$ cat config.mk
export PLATFORM = sky130hd
export DESIGN_NAME = instruction_fetch_unit
export DESIGN_NICKNAME = d
export VERILOG_FILES = /design/src/rtl/cpu_pkg.sv /design/src/rtl/pc_target_adder.sv /design/src/rtl/instruction_fetch_unit.sv
export SDC_FILE = /design/constraint.sdc
export NUM_CORES = 1
export LEC_CHECK = 0
export CORE_MARGIN = 2
export CORE_UTILIZATION = 44
export CTS_CLUSTER_DIAMETER = 200
export DETAILED_ROUTE_END_ITERATION = 7
export GPL_TIMING_DRIVEN = 0
export PLACE_DENSITY = 0.75
export RECOVER_POWER = 50
export REMOVE_ABC_BUFFERS = 1
export SLEW_MARGIN = 25
export SYNTH_ARGS = -nofsm -noshare
export SYNTH_HDL_FRONTEND = slang
export SYNTH_SLANG_ARGS = --single-unit
$ cat constraint.sdc
create_clock -name CLK -period 3.95 [get_ports CLK]
set_clock_uncertainty 0.1 [all_clocks]
set_input_delay 0.395 -clock CLK [delete_from_list [all_inputs] [get_ports CLK]]
set_output_delay 0.395 -clock CLK [all_outputs]
set_load 0.01 [all_outputs]
$ cat src/rtl/cpu_pkg.sv
// Shared types and defaults for the 8-bit processor front end: fetch FSM
// states, instruction/offset widths and the PC reset/step defaults.
package cpu_pkg;

  localparam int INSTR_W  = 32;
  localparam int OFFSET_W = 8;

  localparam logic [31:0] PC_RESET_DEFAULT = 32'h0000_0000;
  localparam logic [31:0] PC_STEP_DEFAULT  = 32'd4;

  typedef enum logic [1:0] {
    ST_IDLE  = 2'd0,
    ST_FETCH = 2'd1,
    ST_WAIT  = 2'd2,
    ST_EXEC  = 2'd3
  } fetch_state_e;

endpackage

$ cat src/rtl/pc_target_adder.sv
// Combinational next-PC arithmetic: sequential successor and the
// jump/branch target, which is relative to the successor (word offset).
module pc_target_adder
  import cpu_pkg::*;
#(
  parameter logic [31:0] PC_STEP = PC_STEP_DEFAULT
) (
  input  logic [31:0]         PC,
  input  logic [OFFSET_W-1:0] OFFSET_8BIT,
  output logic [31:0]         PC_NEXT,
  output logic [31:0]         PC_TARGET
);

  logic [31:0] byte_offset;

  assign byte_offset = {{22{OFFSET_8BIT[7]}}, OFFSET_8BIT, 2'b00};
  assign PC_NEXT     = PC + PC_STEP;
  assign PC_TARGET   = PC_NEXT + byte_offset;

endmodule

$ cat src/rtl/instruction_fetch_unit.sv
// Instruction fetch stage: owns the PC, fetches over the busywait handshake,
// holds the instruction for the decoder and steps the PC when execution ends.
module instruction_fetch_unit
  import cpu_pkg::*;
#(
  parameter logic [31:0] PC_RESET = PC_RESET_DEFAULT,
  parameter logic [31:0] PC_STEP  = PC_STEP_DEFAULT
) (
  input  logic                CLK,
  input  logic                RESET,
  input  logic                STALL,
  input  logic                JUMP,
  input  logic                BRANCH,
  input  logic                ZERO,
  input  logic [OFFSET_W-1:0] OFFSET_8BIT,
  output logic                IMEM_READ,
  output logic [31:0]         IMEM_ADDRESS,
  input  logic [INSTR_W-1:0]  IMEM_READDATA,
  input  logic                IMEM_BUSYWAIT,
  output logic [INSTR_W-1:0]  INSTRUCTION,
  output logic [31:0]         PC,
  output logic                INSTR_VALID,
  output logic [1:0]          STATE_DBG
);

  fetch_state_e         state_q, state_d;
  logic [31:0]          pc_q, pc_d;
  logic [INSTR_W-1:0]   instr_q, instr_d;
  logic [31:0]          pc_next, pc_target;
  logic                 taken;

  pc_target_adder #(
    .PC_STEP (PC_STEP)
  ) u_pc_target_adder (
    .PC          (pc_q),
    .OFFSET_8BIT (OFFSET_8BIT),
    .PC_NEXT     (pc_next),
    .PC_TARGET   (pc_target)
  );

  assign taken = JUMP | (BRANCH & ZERO);

  // Handshake: IMEM_READ is the request valid and !IMEM_BUSYWAIT the ready;
  // a word transfers on any rising edge where both are high, and the
  // request and address stay constant until that edge.
  always_comb begin
    state_d = state_q;
    pc_d    = pc_q;
    instr_d = instr_q;
    case (state_q)
      ST_IDLE: state_d = ST_FETCH;
      ST_FETCH, ST_WAIT: begin
        if (!IMEM_BUSYWAIT) begin
          instr_d = IMEM_READDATA;
          state_d = ST_EXEC;
        end else begin
          state_d = ST_WAIT;
        end
      end
      ST_EXEC: begin
        if (!STALL) begin
          pc_d    = taken ? pc_target : pc_next;
          state_d = ST_FETCH;
        end
      end
      default: state_d = ST_IDLE;
    endcase
  end

  always_ff @(posedge CLK or negedge RESET) begin
    if (!RESET) begin
      state_q <= ST_IDLE;
      pc_q    <= PC_RESET;
      instr_q <= '0;
    end else begin
      state_q <= state_d;
      pc_q    <= pc_d;
      instr_q <= instr_d;
    end
  end

  // Outputs decode registered state only, so reset drops IMEM_READ at once.
  assign IMEM_READ    = (state_q == ST_FETCH) || (state_q == ST_WAIT);
  assign INSTR_VALID  = (state_q == ST_EXEC);
  assign IMEM_ADDRESS = pc_q;
  assign PC           = pc_q;
  assign INSTRUCTION  = instr_q;
  assign STATE_DBG    = state_q;

endmodule

==> results of run 1 <==
sequential cells by signal, summed over array words and instances, names as in the netlist:
register,count
IMEM_ADDRESS,30
INSTRUCTION,32
STATE_DBG,2
stage by stage:
step	setup WS, ns	cell area, sq um	total power, mW	instances	utilization [%]
2_1_floorplan	-0.130	4830	3.56	538	-
3_3_place_gp	-0.695	6430	4.98	823	56.1
3_5_place_dp	-0.726	6540	5.15	827	57.1
4_1_cts	0.00212	7080	6.19	860	61.7
5_1_grt	-0.0993	7490	6.94	886	65.3
6_report	-0.0286	7490	6.50	886	65.3
layer usage:
metal | vias up | global-route usage [%] | wire (microns) | part of all wire, %
met1 | 2425 | 26.7 | 5750 | 37
met2 | 281 | 40.2 | 7670 | 49
met4 | 0 | 10.7 | 541 | 3.5
li1 | 2389 | - | - | -
met5 | - | 0 | 0 | 0
met3 | 58 | 8.91 | 1690 | 11
path summary, 6_finish.rpt:
check,start,end,slack [ns],cells after the start
setup reg to reg,IMEM_ADDRESS[14],IMEM_ADDRESS[31],-0.03,14
max in group asynchronous,RESET,IMEM_ADDRESS[9],1.42,3
hold / removal,INSTRUCTION[29],INSTRUCTION[29],0.40,1
min in group asynchronous,RESET,IMEM_ADDRESS[22],0.50,2
setup / recovery,IMEM_ADDRESS[14],IMEM_ADDRESS[31],-0.03,14
hold reg to reg,INSTRUCTION[29],INSTRUCTION[29],0.40,1
critical path, stage by stage (launching register included):
cell	delay [ns]
sky130_fd_sc_hd__dfrtp_2	0.40
sky130_fd_sc_hd__nand4_1	0.20
sky130_fd_sc_hd__buf_6	0.21
sky130_fd_sc_hd__or4_4	0.55
sky130_fd_sc_hd__xnor2_2	0.15
sky130_fd_sc_hd__ha_1	0.38
sky130_fd_sc_hd__and3_4	0.24
sky130_fd_sc_hd__nand2_4	0.06
sky130_fd_sc_hd__nor4_4	0.40
sky130_fd_sc_hd__a2111oi_4	0.13
sky130_fd_sc_hd__o21ai_2	0.21
sky130_fd_sc_hd__a21o_1	0.20
sky130_fd_sc_hd__a31oi_4	0.10
sky130_fd_sc_hd__or4_1	0.48
sky130_fd_sc_hd__nand3_1	0.10
cell type report:
| type | count | area (sq um) | share of cell area, % |
|---|---|---|---|
| multi-input combinational | 465 | 3530 | 47.2 |
| timing repair buffer | 190 | 1830 | 24.4 |
| sequential | 64 | 1620 | 21.6 |
| clock buffer | 11 | 233 | 3.11 |
| tap | 143 | 179 | 2.39 |
| clock inverter | 4 | 70.1 | 0.936 |
| inverter | 9 | 33.8 | 0.451 |
cell families after synthesis:
group / count (synthesis) / synth area share (%)
other cells: 1 / 0.0724
buf+inv: 69 / 7.59
xor+xnor: 53 / 8.97
mux: 34 / 7.40
compound gates: 162 / 19.7
simple gates: 173 / 15.7
fa+ha+maj: 39 / 9.57
flops: 64 / 30.9
repair_timing:
item                                    4_1_cts  5_1_grt
setup buffers                                17       26
gates resized for setup                      31       46
hold buffers                                  1        0
pin swaps                                     7       23
endpoints found under the hold margin        11        0
cloned                                        0        0
endpoints found under the setup margin        9        5
power by group:
group	internal [mW]	total (mW)	switching [mW]
clock	0.547	0.850	0.303
combinational	2.22	4.30	2.08
sequential	0.996	1.35	0.353
total	3.76	6.50	2.73
cells in the final DEF, fill, tap and decap left out, drive strengths merged, types with 36 or more instances in the layout:
master	netlist	routed
nor2	49	49
dfrtp	64	64
clkdlybuf4s50	0	103
xnor2	36	36
nand2	57	57
o21ai	41	41
dlygate4sd3	0	38
ha	38	38
a21oi	59	59
buf	42	47
==> summary by stage, run 1 <==
Drt
For this run, design rule violations remaining after detail routing come to 0. For this run, the detailed router's first-pass iteration total came to 5. For this block, the routed nets add up to 15,600 microns of wire.

Detailed routing inserted a total of 5,153 vias. Once detail routing completed, the nets flagged for antenna violations numbered 0. The initial DRC count is 295. Dividing the detail-routed via count by the number of cells gives 5.82. After detailed routing, the average wire length per cell comes to 17.7 microns.

Die
The floorplan step defined a core boundary enclosing 11,500 sq um. Once the floorplan was initialized, standard cells occupied 45.1% of the core. The die area is 12,600 sq um. The y dimension of the die is 112 microns. The width of the die is 112 microns.

The floorplan has 39 rows. The number of top-level pins is 147.

Cells and area
Compared with the post-synthesis result, the final layout area differs by 44.7%. After filler insertion, the fill cell instance count of the layout stands at 843. Of the cells placed in the final design, the portion with a size suffix greater than 1 is 22.3%.

The antenna cell count is 0. The number of nets in the layout is 825.

Synthesis
The area of the mapped netlist is 5180 sq um. The number of warnings printed during yosys synthesis is 0. The largest total area in the synthesized netlist belongs to sky130_fd_sc_hd__dfrtp_1. In the post-synthesis netlist, the cell with the most instances is sky130_fd_sc_hd__dfrtp_1.

The sequential share of the synthesized area is 30.9%. The main flop type after synthesis is sky130_fd_sc_hd__dfrtp_1. After synthesis, the most frequently instantiated cells are sky130_fd_sc_hd__dfrtp_1, sky130_fd_sc_hd__nand2_1, sky130_fd_sc_hd__a21oi_1, sky130_fd_sc_hd__nor2_1, sky130_fd_sc_hd__ha_1.

After synthesis, the largest area contributor takes up 30.9% of total cell area. The synthesized design contains 0 enable-type register cells. The number of unique standard cell types used by synthesis is 58.

The average footprint of a synthesized cell is 8.70 sq um. Counting flops with an async set or reset pin after synthesis yields a share of 100%. The synthesized instance count is 595.

By area the synthesized netlist is led by sky130_fd_sc_hd__dfrtp_1, sky130_fd_sc_hd__ha_1, sky130_fd_sc_hd__mux2_2, sky130_fd_sc_hd__xnor2_1, sky130_fd_sc_hd__a21oi_1. The synthesized design contains 64 register bits.

Global route
The wire length of the first global-routing pass is 24,400 microns. The total routing resource utilization after global routing is 23.8%. The number of antenna violations at the first check in global routing is 0.

The number of global-route vias before repair is 5,104. Entering global routing, the biggest net connects 54 pins. The total overflow left after global routing is 0.

Flow run
The number of violations of the max-capacitance limit is 0.

STA
The worst hold slack after final layout is 0.396 ns. Based on the critical path, the design can be clocked at up to 251 MHz. The share of the cycle needed by the critical path after routing is 101%. Setup repair after global routing could not meet its margin everywhere. Setup violations remaining at the end of the flow were counted as 1. The accumulated negative setup slack is -0.0286 ns.

The final hold violation count is 0. The post-route worst setup slack is -0.0286 ns. The total count of max-transition violations in the final report is 0. In this run the tightest slew margin relative to its limit is 11.7%. The minimum period implied by the final worst setup slack is 3.98 ns. For the pin with the worst max-slew slack, the measured transition is 1.32 ns.

Setup path
Data arrives at the worst endpoint at 4.14 ns. Of all nets on the critical path, the largest fanout is 5. The sort of element at the end of the critical path is a register. The kind of critical path is register to register. The endpoint required time on the critical path is 4.11 ns. STA classifies the critical path startpoint as a register.

CTS
The CTS tree is yes. The H-tree was split into 3 levels. The clock insertion delay at the later pin of the skew report is 0.33 ns. The total number of clock tree sinks is 64.

The clock tree root buffer cell is sky130_fd_sc_hd__clkbuf_16. In this run the deepest clock path goes through 2 buffers. The clock edge transition at the registers on the reported setup and hold paths is 0.06 ns. The total clock buffers created by CTS is 9.

Worst hold path
The min-delay analysis places its worst path in the category register to register.

Placement
The wire-length estimate of the detail-placed layout is 10,600 microns. The quantity of I/O buffers inserted on ports is 142. The final weighted congestion in routability-driven placement is 0.880.

Status
The run finished, with violations left. The checks that failed: setup timing.

Pwr
IR analysis of the VDD net gives a maximum drop of 0.577 mV. In this run the static leakage power is 3.12 nW. The power density normalized to cell area is 868 nW/um^2.
Power figures use the tool's default switching activity.
==> inputs of run 2 (changes only) <==
--- a/config.mk
+++ b/config.mk
@@ -6,11 +6,11 @@
 export NUM_CORES = 1
 export LEC_CHECK = 0
 export CORE_MARGIN = 2
-export CORE_UTILIZATION = 44
+export CORE_UTILIZATION = 40
 export CTS_CLUSTER_DIAMETER = 200
 export DETAILED_ROUTE_END_ITERATION = 7
 export GPL_TIMING_DRIVEN = 0
-export PLACE_DENSITY = 0.75
+export PLACE_DENSITY = 0.69
 export RECOVER_POWER = 50
 export REMOVE_ABC_BUFFERS = 1
 export SLEW_MARGIN = 25
==> run 2 against run 1 <==
The flow now finishes without violations. Utilization down 6.7 points. Worst hold slack better by 0.00061 ns. First-iteration DRC count down 21%. Sequential share of layout area up 0.29 points. Register-to-register slack better by 0.13 ns. Critical path depth up 3. Critical endpoint unchanged.
==> summary by stage, run 2 (synthesis results as in run 1) <==
Status
The run finished with clean final reports.

Setup path
The critical path startpoint is IMEM_ADDRESS[4]. The cell type with the highest occurrence count on the critical path is sky130_fd_sc_hd__and3_4. STA classifies the critical path endpoint as a register. The maximum fanout along the worst path came to 6 (+1). The cell at the slowest stage of the critical path is sky130_fd_sc_hd__or4_1. The endpoint required time on the critical path is 4.13 ns (+0.02 ns). The critical path goes through and3_4, and3_4, and3_4, nand3_4, nor2_4, nand2_1, xnor2_2, ha_4, nand3_4, a211o_1, o21ai_2, a2111oi_4, o21ai_2, a21o_1, a31oi_1, or4_1, nand3_1. The arrival time of the worst setup path is 4.03 ns (-0.11 ns). The cell type group with the largest total delay on the critical path is simple AND/OR/NAND/NOR gates.

In this run the critical register-to-register path is launched from IMEM_ADDRESS[4]. The combined buffer and inverter count along the critical path is 0 (-1). The longest individual stage delay on the worst path is 0.49 ns (-0.06 ns).

The kind of critical path is register to register. The critical path launch point type is a register.

Cells and area
Leaving out fill and tap cells, the most frequent cells in the layout are sky130_fd_sc_hd__clkdlybuf4s50_1, sky130_fd_sc_hd__nand2_1, sky130_fd_sc_hd__a21oi_1. The number of nets in the layout was 816 (-1.1%). The share of final-layout standard cells stronger than drive strength 1 is 20.7% (-1.6 points).

The antenna cell count was 0 (unchanged). The area growth from synthesis to layout is 43.0%. The number of flip-flops in the largest register came to 32 (unchanged). The most common cell after layout, fill and taps aside is sky130_fd_sc_hd__clkdlybuf4s50_1.

The post-route standard cell area excluding fillers is 7400 sq um (-1.2%).

Pwr
The fraction of power consumed by the clock network came to 13.9% (+0.8 points). The design internal power is 3.69 mW (-1.9%). The switching power total came to 2.61 mW (-4.6%). The reported leakage power is 3.05 nW (-2.2%).

The part of the power in registers is 21.4% (+0.6 points). The worst vdd rail ir drop is 0.410 mV (-29%). The power density normalized to cell area came to 851 nW/um^2 (-1.9%).

The combinational share of power is 64.6% (-1.5 points). The fraction of power spent switching nets is 41.4% (-0.66 points).

Drt
The residual antenna-violating net count after detailed routing is 0 (unchanged). The total routed wirelength came to 14,500 microns (-7.6%). The per-cell via count in the routed design is 5.34 (-8.2%). The initial DRC count is 233 (-21%). The total iterations of the first detailed-routing run was 4 (-1). The post-route DRC violation count is 0 (unchanged).

The total via count after detailed routing is 4,839 (-6.1%). The final routed wire length divided by cell count is 16.0 microns (-9.7%).

CTS
The total clock buffers created by CTS is 9 (unchanged). The number of H-tree branching levels was 3 (unchanged). The total number of clock tree sinks is 64 (unchanged).

The clock edge transition at the registers on the reported setup and hold paths came to 0.06 ns (about the same). The tree is rooted in a sky130_fd_sc_hd__clkbuf_16. TritonCTS built the clock tree. The clock insertion delay at the later pin of the skew report is 0.35 ns (+0.02 ns).

The buffer levels on the longest clock path came to 2 (unchanged).

Global route
The number of antenna violations at the first check in global routing was 0 (unchanged). The wire length of the first global-routing pass is 23,400 microns (-4.4%). The global routing usage on met1 came to 24.6% (-2.1 points). The layer flagged by global routing as most heavily used is met2. The met3 capacity usage during global routing is 6.44% (-2.5 points). The met2 usage is 35.6% (-4.6 points).

The total overflow reported by the global router is 0 (unchanged). The total routing resource utilization after global routing is 20.7% (-3.1 points). The number of global-route vias before repair is 4,809 (-5.8%). The largest net degree at the start of global routing is 42 (-22%).

STA
The transition at the pin with the smallest max-transition slack is 1.37 ns (+0.0458 ns). The achievable frequency is 260 MHz (+3.3%). The worst-case headroom to the max-slew limit is 8.67% (-3.1 points). The share of the cycle needed by the critical path after routing is 97.5% (-3.2 points). The setup violation total in the final timing report is 0 (-1). The post-route worst setup slack is 0.0989 ns (+0.127 ns). The minimum period implied by the final worst setup slack came to 3.85 ns (-0.127 ns). Setup repair after global routing could not meet its margin everywhere. The total count of max-transition violations in the final report was 0 (unchanged). The final hold violation count is 0 (unchanged). The worst hold slack after final layout is 0.396 ns (+0.000610 ns).

Die
The die area is 13,900 sq um (+9.6%). The starting density of the core is 41.0% (-4.1 points). The y dimension of the die was 118 microns (+4.7%). The number of top-level pins is 147 (unchanged).

The placeable core region is 12,600 sq um (+10%). The floorplan row count is 41 (+5.1%). The width of the die is 118 microns (+4.7%).

Placement
The final weighted congestion in routability-driven placement is 0.909 (+3.2%). The standard cell area after detailed placement was 6600 sq um (+0.86%). The quantity of I/O buffers inserted on ports is 142 (unchanged).

The detailed placement HPWL is 10,500 microns (-0.27%). The worst-case setup slack after placement is -0.629 ns (+0.0962 ns).

Flow run
The number of violations of the max-capacitance limit came to 0 (unchanged).

Worst hold path
The worst hold path begins at INSTRUCTION[10]. In this run the worst hold path is classified as register to register.
[run 2: changes by cell type in the layout (fill, tap and decap cells not counted), moves of 2 or more]
cell,change
sky130_fd_sc_hd__dfrtp_2,+2
sky130_fd_sc_hd__clkbuf_1,-2
sky130_fd_sc_hd__buf_4,-8
sky130_fd_sc_hd__dfrtp_1,-2
sky130_fd_sc_hd__xnor2_1,+2
sky130_fd_sc_hd__buf_6,-2
sky130_fd_sc_hd__nand3_4,-2
sky130_fd_sc_hd__nand3_1,+2
[run 2: power groups by stage]
stage          clock network (mW)  logic, mW  registers (mW)
2_1_floorplan                   0       2.02            1.54
3_3_place_gp                    0       3.63            1.36
3_5_place_dp                    0       3.78            1.37
4_1_cts                     0.893       3.87            1.39
5_1_grt                     0.920       4.44            1.40
6_report                    0.879       4.07            1.35
[run 2: layout make-up]
type,instances,area (sq um)
well taps,172,215
inverters,9,33.8
clock buffers,10,239
clock inverters,5,81.3
repair buffers,181,1770
multi-input cells,465,3440
flip-flops and latches,64,1620
fillers,1128,5220
[run 2: what timing repair did]
| item | in CTS | in global routing |
|---|---|---|
| endpoints found under the setup margin | 10 | 8 |
| pin swaps | 9 | 11 |
| hold endpoints to repair | 23 | 0 |
| buffers inserted | 6 | 27 |
| hold buffers | 1 | 0 |
| resized for setup | 38 | 24 |
[run 2: path summary, 6_finish.rpt]
path                       cells past startpoint  slack (ns)                to
max                                           17         0.1  IMEM_ADDRESS[31]
min                                            1        0.40   INSTRUCTION[10]
max reg2reg                                   17         0.1  IMEM_ADDRESS[31]
min reg2reg                                    1        0.40   INSTRUCTION[10]
max in group asynchronous                      3        1.26  IMEM_ADDRESS[31]
min in group asynchronous                      2        0.79   IMEM_ADDRESS[4]
[run 2: routing by layer]
metal  vias up  share of wire (%)
li1       2356                  -
met3        18                6.2
met5         -                  0
met4         0                1.4
met1      2338                 43
met2       127                 50
[run 2: stage by stage]
stage	cells	power (mW)	setup TNS, ns	utilization (%)
5_1_grt	906	6.77	-0.120	58.6
3_5_place_dp	857	5.15	-2.14	52.3
3_3_place_gp	852	4.99	-7.73	51.2
6_report	906	6.30	0	58.6
4_1_cts	879	6.16	-0.0233	56.3
2_1_floorplan	538	3.56	-0.130	-
==> inputs of run 3 (changes only) <==
--- a/config.mk
+++ b/config.mk
@@ -5,12 +5,15 @@
 export SDC_FILE = /design/constraint.sdc
 export NUM_CORES = 1
 export LEC_CHECK = 0
+export CELL_PAD_IN_SITES_DETAIL_PLACEMENT = 1
+export CELL_PAD_IN_SITES_GLOBAL_PLACEMENT = 1
 export CORE_MARGIN = 2
-export CORE_UTILIZATION = 40
+export CORE_UTILIZATION = 33
+export CTS_BUF_LIST = sky130_fd_sc_hd__clkbuf_8
 export CTS_CLUSTER_DIAMETER = 200
 export DETAILED_ROUTE_END_ITERATION = 7
 export GPL_TIMING_DRIVEN = 0
-export PLACE_DENSITY = 0.69
+export PLACE_DENSITY = 0.76
 export RECOVER_POWER = 50
 export REMOVE_ABC_BUFFERS = 1
 export SLEW_MARGIN = 25
==> run 3 against run 2 <==
The flow now finishes with violations (setup timing). Highest routed layer unchanged. Count of clock-buffer cells in the layout up 1. Non-clock buffer count is 2 lower. Power shrank 2.6%. Worst setup slack got worse by 0.13 ns. Die area rose by 20%. Critical endpoint is now IMEM_ADDRESS[28].
==> summary by stage, run 3 (synthesis results as in run 1) <==
Status
The flow ran to the end, but the final reports show violations. The checks that failed: setup timing.

STA
The accumulated negative setup slack is -0.0266 ns (-0.0266 ns). The achievable frequency is 251 MHz (-3.2%). The worst-case headroom to the max-slew limit is 16.1% (+7.4 points). The final hold violation count is 0 (unchanged). The minimum period implied by the final worst setup slack is 3.98 ns (+0.125 ns). The share of the cycle needed by the critical path after routing is 101% (+3.2 points). The setup violation total in the final timing report is 1 (+1). The post-route worst setup slack was -0.0266 ns (-0.125 ns). The transition at the pin with the smallest max-transition slack is 1.26 ns (-0.111 ns). Setup repair after global routing could not meet its margin everywhere. The worst hold slack after final layout is 0.402 ns (+0.00611 ns). The total count of max-transition violations in the final report came to 0 (unchanged).

Cells and area
The antenna cell count is 0 (unchanged). The share of final-layout standard cells stronger than drive strength 1 is 21.6% (+0.85 points). The number of nets in the layout was 814 (-0.25%).

The count of placed standard cells in the final layout, fillers left out is 944 (+4.2%). The number of inserted filler cells in the final layout is 1,769 (+57%). The area of the multi-input gates is 3480 sq um (+1.1%). In the layout the commonest cells are sky130_fd_sc_hd__clkdlybuf4s50_1, sky130_fd_sc_hd__nand2_1, sky130_fd_sc_hd__a21oi_1. Leaving out fill and tap cells, the most frequent cell in the layout is sky130_fd_sc_hd__clkdlybuf4s50_1. From synthesis to final layout, the design area changed by 41.6%.

The area taken by flip-flops and latches was 1620 sq um (unchanged). The number of flip-flops in the largest register was 32 (unchanged).

Setup path
The worst setup path is captured at a register. The critical path launch point type is a register. The kind of critical path is register to register. The endpoint required time on the critical path is 4.14 ns (about the same). The arrival time of the worst setup path is 4.17 ns (+0.14 ns). The maximum fanout along the worst path is 4 (-2).

Placement
The placed cell count is 895 (+4.4%). The final weighted congestion in routability-driven placement came to 0.866 (-4.7%). The detailed placement HPWL is 12,600 microns (+20%). The quantity of I/O buffers inserted on ports is 142 (unchanged).

CTS
The total number of clock tree sinks is 64 (unchanged). TritonCTS built the clock tree. The buffer levels on the longest clock path is 2 (unchanged). The total clock buffers created by CTS was 9 (unchanged). The clock insertion delay at the later pin of the skew report was 0.37 ns (+0.02 ns). The number of H-tree branching levels is 3 (unchanged).

The clock edge transition at the registers on the reported setup and hold paths is 0.08 ns (+0.02 ns). The clock tree root buffer cell is sky130_fd_sc_hd__clkbuf_8.

Drt
The total via count after detailed routing was 4,972 (+2.7%). The total iterations of the first detailed-routing run is 4 (unchanged). The final routed wire length divided by cell count is 18.6 microns (+16%). The total routed wirelength is 17,500 microns (+21%). The initial DRC count is 196 (-16%). The residual antenna-violating net count after detailed routing is 0 (unchanged). The per-cell via count in the routed design is 5.27 (-1.4%). The post-route DRC violation count is 0 (unchanged).

Die
The die area was 16,700 sq um (+20%). The y dimension of the die is 129 microns (+9.8%). The width of the die was 129 microns (+9.8%). The starting density of the core is 33.9% (-7.1 points). The placeable core region came to 15,300 sq um (+21%).

The number of top-level pins was 147 (unchanged). The floorplan row count is 45 (+9.8%).

Global route
The total routing resource utilization after global routing is 21.0% (+0.36 points). The largest net degree at the start of global routing was 47 (+12%). The wire length of the first global-routing pass is 27,500 microns (+18%). The number of global-route vias before repair is 5,170 (+7.5%). The total overflow reported by the global router is 0 (unchanged). The number of antenna violations at the first check in global routing is 0 (unchanged).

Pwr
The reported leakage power is 2.99 nW (-1.9%). The power density normalized to cell area is 837 nW/um^2 (-1.7%). The worst vdd rail ir drop is 0.259 mV (-37%).

Flow run
The number of violations of the max-capacitance limit was 0 (unchanged).

Worst hold path
The class of the most critical hold timing path is register to register.
[run 3: routing by layer]
metal	global-route usage, %	vias up	part of all wire [%]
li1	-	2356	-
met1	26.0	2506	42
met2	37.4	86	53
met3	3.43	24	2.5
met4	6.78	0	1.9
met5	0	-	0
[run 3: report_power, final]
part | internal (mW) | switching [mW]
combinational | 2.14 | 2.08
sequential | 0.995 | 0.366
clock | 0.260 | 0.292
total | 3.40 | 2.73
[run 3: path summary, 6_finish.rpt]
| check | from | to | slack [ns] | cells past startpoint |
|---|---|---|---|---|
| hold / removal | INSTRUCTION[15] | INSTRUCTION[15] | 0.40 | 1 |
| setup / recovery | IMEM_ADDRESS[5] | IMEM_ADDRESS[28] | -0.03 | 16 |
| setup reg to reg | IMEM_ADDRESS[5] | IMEM_ADDRESS[28] | -0.03 | 16 |
| min in group asynchronous | RESET | INSTRUCTION[11] | 0.61 | 2 |
| max in group asynchronous | RESET | IMEM_ADDRESS[3] | 1.26 | 3 |
| hold reg to reg | INSTRUCTION[15] | INSTRUCTION[15] | 0.40 | 1 |
[run 3: what timing repair did]
action / CTS / global route
pin swaps: 10 / 26
gates resized for setup: 38 / 30
endpoints found under the hold margin: 18 / 0
setup endpoints to repair: 12 / 7
hold buffers: 1 / 0
gates cloned: 0 / 0
buffers inserted: 18 / 14
[run 3: layout make-up]
| type | count | share of cell area (%) |
|---|---|---|
| sequential | 64 | 22.1 |
| multi-input combinational | 465 | 47.4 |
| inverter | 9 | 0.461 |
| timing repair buffer | 179 | 23.9 |
| clock inverter | 5 | 0.444 |
| tap | 211 | 3.60 |
| clock buffer | 11 | 2.07 |
[run 3: critical path: stages (launching register included)]
cell and delay, ns:
sky130_fd_sc_hd__dfrtp_2 0.38, sky130_fd_sc_hd__and3_4 0.20, sky130_fd_sc_hd__and3_4 0.22, sky130_fd_sc_hd__and3_4 0.24
sky130_fd_sc_hd__buf_4 0.13, sky130_fd_sc_hd__nand3_2 0.11, sky130_fd_sc_hd__xnor2_2 0.18, sky130_fd_sc_hd__ha_1 0.34
sky130_fd_sc_hd__a21o_1 0.22, sky130_fd_sc_hd__a21oi_2 0.20, sky130_fd_sc_hd__o2111ai_1 0.18, sky130_fd_sc_hd__a31o_1 0.27
sky130_fd_sc_hd__a221o_1 0.37, sky130_fd_sc_hd__a41o_1 0.25, sky130_fd_sc_hd__a31o_1 0.24, sky130_fd_sc_hd__xnor2_2 0.14
sky130_fd_sc_hd__o21ai_1 0.13
[run 3: stage by stage]
stage          setup slack, ns  utilization, %  instance area [sq um]  power, mW
2_1_floorplan           -0.130               -                   4830       3.56
3_3_place_gp            -0.780            42.7                   6510       5.03
3_5_place_dp            -0.746            43.6                   6650       5.27
4_1_cts               -0.00776            46.5                   7100       6.04
5_1_grt                 -0.150            48.0                   7330       6.61
6_report               -0.0266            48.0                   7330       6.13
